--- config.mk ---
export PLATFORM = sky130hd
export DESIGN_NAME = div_by_12_50_dut
export DESIGN_NICKNAME = d
export VERILOG_FILES = /design/src/rtl/div_by_12_50_dut.sv
export SDC_FILE = /design/constraint.sdc
export NUM_CORES = 1
export LEC_CHECK = 0
export ABC_AREA = 1
export CORE_AREA = 3 3 40 42
export CTS_CLUSTER_DIAMETER = 80
export DETAILED_ROUTE_END_ITERATION = 12
export DIE_AREA = 0 0 43 45
export GPL_ROUTABILITY_DRIVEN = 0
export GPL_TIMING_DRIVEN = 0
export PLACE_DENSITY = 0.7
export REMOVE_ABC_BUFFERS = 1
export SKIP_CTS_REPAIR_TIMING = 1
export SYNTH_ARGS = -nofsm -noshare
export SYNTH_HDL_FRONTEND = slang
export SYNTH_SLANG_ARGS = --single-unit
--- constraint.sdc ---
create_clock -name clk -period 1 [get_ports clk]
set_input_delay 0.3 -clock clk [delete_from_list [all_inputs] [get_ports clk]]
set_output_delay 0.3 -clock clk [all_outputs]
set_load 0.02 [all_outputs]
--- src/rtl/div_by_12_50_dut.sv ---
// div_by_12_50_dut: even-ratio clock divider with a 50% duty output, plus an
// independent free-running edge counter.
//
// Parameters
//   DIV   : even division ratio, 2..254. out has a period of DIV clk cycles.
//   CNT_W : width of the free-running counter output.
//
// Ports
//   clk   : input,  single clock, all state updates on its rising edge.
//   reset : input,  asynchronous, active-low reset of all state.
//   out   : output, divided clock (DIV/2 cycles low, DIV/2 cycles high).
//   count : output, number of clk rising edges since reset release, mod 2^CNT_W.
//
// Both outputs come straight from flops. The divider and the counter share only
// clk and reset.
module div_by_12_50_dut #(
  parameter int unsigned DIV   = 12,
  parameter int unsigned CNT_W = 7
) (
  input  logic             clk,
  input  logic             reset,
  output logic             out,
  output logic [CNT_W-1:0] count
);

  localparam int unsigned Half = DIV / 2;
  // A ratio of 2 needs a single phase value; keep at least one bit of state.
  localparam int unsigned PhW  = (Half > 1) ? $clog2(Half) : 1;
  localparam logic [PhW-1:0] PhLast = PhW'(Half - 1);

  if ((DIV < 2) || (DIV > 254) || ((DIV % 2) != 0)) begin : g_bad_div
    $error("div_by_12_50_dut: DIV must be even and within 2..254");
  end

  if (CNT_W < 1) begin : g_bad_cnt_w
    $error("div_by_12_50_dut: CNT_W must be at least 1");
  end

  // Divider state
  logic [PhW-1:0]   ph_q, ph_d;
  logic             out_q, out_d;
  // Counter state
  logic [CNT_W-1:0] count_q, count_d;

  // Divider next state: toggle out at the end of each half period. Any
  // out-of-range phase is pulled back to 0 without touching out.
  always_comb begin
    ph_d  = ph_q;
    out_d = out_q;
    if (ph_q == PhLast) begin
      ph_d  = '0;
      out_d = ~out_q;
    end else if (ph_q > PhLast) begin
      ph_d  = '0;
    end else begin
      ph_d  = ph_q + PhW'(1);
    end
  end

  // Counter next state: plain modulo-2^CNT_W increment, wraps silently.
  always_comb begin
    count_d = count_q + CNT_W'(1);
  end

  always_ff @(posedge clk or negedge reset) begin
    if (!reset) begin
      ph_q  <= '0;
      out_q <= 1'b0;
    end else begin
      ph_q  <= ph_d;
      out_q <= out_d;
    end
  end

  always_ff @(posedge clk or negedge reset) begin
    if (!reset) begin
      count_q <= '0;
    end else begin
      count_q <= count_d;
    end
  end

  assign out   = out_q;
  assign count = count_q;

endmodule

==> flow_metrics.py, run 1 <==
metrics = {
    "synth": {
        "ys_warn_count": 0,
        "yosys_register_bits": 11,
        "synthArstFlopShare_pct": 100,
        "yosysTopAreaCellShare_pct": 58.5,
        "avgSynthCellArea_sq_um": 10.5,
        "synth_commonest_cells": "dfrtp_1, inv_1, nand2_1",
        "yosys.cell_types.count": 10,
        "synth.area.top_cells": "dfrtp_1, ha_1, inv_1",
        "yosysTopAreaCell": "dfrtp_1",
        "yosysSeqAreaShare_pct": 58.5,
        "synth.most_common_cell": "dfrtp_1",
        "postSynthCellCount": 45,
        "netlist_area_sq_um": 470,
        "synth-edff-count": 0,
        "ys.flop_type": "dfrtp_1",
    },
    "timing": {
        "finalHoldViolations": 0,
        "max_clock_freq_mhz": 866,
        "finalMaxSlewViolations": 0,
        "fin_ws_ns": -0.154,
        "fin_crit_sh_pct": 115,
        "rsz0062_at_grt": "yes",
        "fin_crit_ns": 1.15,
        "setup_viol": 9,
        "worst_pin_slew_ns": 0.487,
        "whs_ns": 0.360,
        "slew_headroom_pct": 67.4,
        "finalClockSkew_ns": 0.000761,
    },
    "final_layout": {
        "drive_gt1_share_pct": 34.3,
        "area_growth_syn_to_layout_pct": 43.1,
        "diodes": 0,
        "finish.instance_area_sq_um": 673,
        "stdcell_count": 82,
        "fin_nets": 73,
    },
    "worst_setup_path": {
        "required_ns": 0.70,
        "crit_arrival_ns": 0.85,
        "reg2reg_to": "count[6]",
        "path_cells": "buf_2",
        "rrSetupSlack_ns": -0.06,
        "cpPeakStageDelay_ns": 0.43,
        "critPathCaptureType": "primary output",
        "critPathLaunchType": "flip-flop",
        "path_buf_inv": 1,
        "path_max_fanout": 4,
        "r2r_cells": 4,
        "cp_top_family": "flip-flops",
        "crit_type": "flip-flop to primary output",
        "cp_slowest_cell": "dfrtp_2",
        "r2r-start": "count[0]",
    },
    "placed_design": {
        "pre_cts_ws_ns": -0.372,
        "portBuffers": 9,
        "dp_hpwl_um": 606,
        "dp.cells": 69,
        "placed_area_sq_um": 579,
    },
    "detailed_routing": {
        "antenna_left": 0,
        "drt_iter0_markers": 3,
        "wl_per_cell_um": 11.8,
        "first_pass_iters": 4,
        "drcViolationCount": 0,
        "vias": 373,
        "routed_wl_um": 965,
        "viasPerCell": 4.55,
    },
    "power": {
        "ir_worst_vdd_mv": 0.599,
        "totalPowerFinal_uw": 761,
        "leakage_uw": 0.000347,
        "powerDensity_mw_per_mm2": 1130,
    },
    "clock_tree": {
        "cts_tree": "done",
        "root_buffer": "clkbuf_4",
        "clk_latency_ns": 0.26,
        "cts_sinks": 11,
        "cts_buffers": 3,
        "cts_max_level": 1,
        "clock_path_buffers": 2,
        "clk_pin_slew_worst_paths_ns": 0.07,
    },
    "grt": {
        "grt_max_degree": 12,
        "grt_util_all_layers_pct": 9.96,
        "antenna_found_initial": 0,
        "grt_overflow": 0,
        "grt_pass1_vias": 343,
        "grt_pass1_wl_um": 1380,
    },
    "floorplanning": {
        "ios": 10,
        "die_w_um": 43,
        "start_util_pct": 36.6,
        "core_sq_mm": 0.00128,
        "num_rows": 13,
        "fp.dieH_um": 45,
        "dieArea_sq_mm": 0.00194,
    },
    "outcome": {
        "failed_checks": "negative setup slack",
        "status": "finished, violations left",
    },
    "run": {
        "maxCapViolCount": 0,
    },
    "worst_hold_path": {
        "hp-class": "input pin to asynchronous set/reset pin",
    },
}
-- sequential cells by signal (all words and copies together) (netlist names) --
| name | count |
|---|---|
| ph_q | 3 |
| count | 7 |
| out | 1 |
-- layout make-up --
type / count / area (sq um)
Tap cell: 15 / 18.8
Timing Repair Buffer: 18 / 151
Inverter: 7 / 26.3
Fill cell: 123 / 612
Clock buffer: 4 / 26.3
Multi-Input combinational cell: 27 / 174
Sequential cell: 11 / 277
-- cell families after synthesis --
logic type / synth area share [%]
buffers and inverters: 5.59
AO/OA/AOI/OAI: 4.79
flip-flops: 58.5
adder cells (fa/ha/maj): 7.98
AND/OR/NAND/NOR: 13.8
XOR/XNOR: 9.31
-- per-stage QoR --
| step | TNS, ns | util, % |
|---|---|---|
| after global routing | -1.44 | 52.4 |
| after floorplan | -0.195 | - |
| after detailed placement | -2.60 | 45.1 |
| after global placement | -2.42 | 45.1 |
| after CTS | -4.82 | 47.1 |
| final | -1.03 | 52.4 |
-- where the power goes --
group / leakage (uW) / switching (uW) / internal [uW]
registers: 0.000133 / 0 / 444
clock network: 0.0000150 / 151 / 154
logic: 0.000199 / 8.18 / 3.44
-- worst max path at each step --
stage,from,endpoint,cells past startpoint
6_report,count[2],count[2],1
4_1_cts,count[2],count[2],1
3_3_place_gp,count[2],count[2],1
2_1_floorplan,count[1],count[6],4
3_5_place_dp,count[2],count[2],1
5_1_grt,count[3],count[3],1
-- routing by layer --
layer  vias to the layer above  GRT usage [%]  wire (um)  share of wire (%)
met4                         0           9.04         10                1.0
met3                         2           2.39         45                4.7
met1                       179           11.8        383                 40
met2                         9           15.0        525                 54
li1                        183              -          -                  -
met5                         -              0          0                  0
-- cell usage in the layout, fill, tap and decap left out, drive strengths merged --
cell           instances
xor2                   2
nor2                   5
buf                   17
nand3                  4
clkdlybuf4s50          1
clkbuf                 4
xnor2                  3
nand2                  7
o21a                   1
ha                     3
dfrtp                 11
inv                    7
o21bai                 2
Power figures use the tool's default switching activity.
==> run 2, diff against run 1 <==
--- a/config.mk
+++ b/config.mk
@@ -12,5 +12,5 @@
 export DIE_AREA = 0 0 43 45
+export DONT_BUFFER_PORTS = 1
 export GPL_ROUTABILITY_DRIVEN = 0
 export GPL_TIMING_DRIVEN = 0
-export PLACE_DENSITY = 0.7
 export REMOVE_ABC_BUFFERS = 1
==> constraint.sdc (replaced) <==
create_clock -name clk -period 1 [get_ports clk]
set_input_delay 0.1 -clock clk [delete_from_list [all_inputs] [get_ports clk]]
set_output_delay 0.1 -clock clk [all_outputs]
set_load 0.02 [all_outputs]
==> flow_metrics.py, run 2 (synthesis results as in run 1) <==
metrics = {
    "outcome": {
        "status": "finished, violations left",
        "failed_checks": "negative setup slack",
    },
    "final_layout": {
        "n_fill_cell": 130,
        "final_common_cell": "dfrtp_1",
        "layout_common_cells": "dfrtp_1, inv_1, nand2_1",
        "largest_reg_flops": 7,
        "multiInputGateArea_sq_um": 191,
        "regArea_sq_um": 279,
        "drive_gt1_share_pct": 21.6,
        "area_growth_syn_to_layout_pct": 18.9,
        "diodes": 0,
        "stdcell_count": 66,
        "fin_nets": 57,
    },
    "timing": {
        "finalClockSkew_ns": 0.00352,
        "fin_ws_ns": -0.0825,
        "finalMaxSlewViolations": 0,
        "setup_viol": 2,
        "finalHoldViolations": 0,
        "worst_pin_slew_ns": 0.496,
        "max_clock_freq_mhz": 924,
        "slew_headroom_pct": 66.8,
        "fin_crit_sh_pct": 108,
        "rsz0062_at_grt": "yes",
        "fin_crit_ns": 1.08,
    },
    "power": {
        "totalPowerFinal_uw": 757,
        "clkPwrFrac_pct": 39.9,
        "power.switching_uw": 156,
        "powerDensity_mw_per_mm2": 1350,
        "pwr-share-comb_pct": 1.4,
        "p_seq_share_pct": 58.7,
        "switching_share_pct": 20.6,
        "leakage_uw": 0.000258,
        "p_int_uw": 601,
        "ir_worst_vdd_mv": 0.545,
    },
    "worst_setup_path": {
        "required_ns": 1.14,
        "crit_type": "flip-flop to flip-flop",
        "critPathLaunchType": "flip-flop",
        "rrSetupSlack_ns": -0.08,
        "r2r_cells": 3,
        "r2r-start": "count[1]",
        "critPathCaptureType": "flip-flop",
        "path_max_fanout": 4,
        "reg2reg_to": "count[2]",
        "crit_arrival_ns": 1.22,
    },
    "detailed_routing": {
        "viasPerCell": 4.65,
        "drt_iter0_markers": 7,
        "wl_per_cell_um": 11.7,
        "antenna_left": 0,
        "first_pass_iters": 4,
        "drcViolationCount": 0,
        "vias": 307,
        "routed_wl_um": 772,
    },
    "floorplanning": {
        "die_w_um": 43,
        "fp.dieH_um": 45,
        "dieArea_sq_mm": 0.00194,
        "core_sq_mm": 0.00128,
        "ios": 10,
        "num_rows": 13,
        "start_util_pct": 36.6,
    },
    "placed_design": {
        "dp_hpwl_um": 564,
        "portBuffers": 0,
        "dp.cells": 60,
    },
    "grt": {
        "antenna_found_initial": 0,
        "grt_pass1_wl_um": 1270,
        "grt_util_all_layers_pct": 9.29,
        "grt_max_degree": 12,
        "grt_pass1_vias": 298,
        "grt_overflow": 0,
    },
    "clock_tree": {
        "cts_tree": "done",
        "cts_buffers": 3,
        "clk_pin_slew_worst_paths_ns": 0.07,
        "cts_sinks": 11,
        "clock_path_buffers": 2,
        "cts_max_level": 1,
        "root_buffer": "clkbuf_4",
        "clk_latency_ns": 0.26,
    },
    "worst_hold_path": {
        "hp-class": "input pin to asynchronous set/reset pin",
    },
    "run": {
        "maxCapViolCount": 0,
    },
}
-- run 2: how the worst max path moves through the flow --
stage	depth (start not counted)	endpoint	slack [ns]	from
CTS	4	count[6]	-0.22	count[1]
floorplan	4	count[6]	-0.11	count[1]
global placement	4	count[6]	-0.20	count[1]
detailed placement	4	count[6]	-0.20	count[1]
global route	4	count[6]	-0.12	count[1]
finish	3	count[2]	-0.08	count[1]
-- run 2: layer usage --
| layer | wire (um) | GRT usage (%) |
|---|---|---|
| met1 | 363 | 11.3 |
| met2 | 359 | 12.3 |
| met3 | 49 | 4.78 |
| met4 | 0 | 7.23 |
| met5 | 0 | 0 |
-- run 2: cell type report --
class	instances	share of cell area (%)
Timing Repair Buffer	2	3.13
Sequential cell	11	49.9
Multi-Input combinational cell	27	34.2
Clock buffer	4	4.70
Inverter	7	4.70
Tap cell	15	3.36
-- run 2: through the flow --
step / hold slack (ns) / util [%] / instance area, sq um / TNS, ns / worst slack (ns)
final: 0.233 / 43.5 / 559 / -0.134 / -0.0825
after global routing: 0.277 / 43.5 / 559 / -0.316 / -0.116
after global placement: -0.195 / 38.1 / 489 / -0.458 / -0.200
after detailed placement: -0.195 / 38.1 / 489 / -0.482 / -0.205
after CTS: -0.485 / 40.1 / 515 / -0.525 / -0.215
after floorplan: -0.196 / - / 470 / -0.195 / -0.111
-- run 2: critical path, cell delays in order, from the launching register on --
cell and delay, ns:
dfrtp_2 0.49, ha_4 0.20, buf_4 0.13, xor2_1 0.15
-- run 2: power groups by stage --
| stage | Clock, uW | Sequential [uW] | Combinational (uW) |
|---|---|---|---|
| detailed placement | 0 | 453 | 0.000105 |
| CTS | 311 | 444 | 0.000105 |
| global route | 330 | 444 | 13.3 |
| global placement | 0 | 453 | 0.000105 |
| finish | 302 | 444 | 10.9 |
| floorplan | 0 | 453 | 0.000105 |
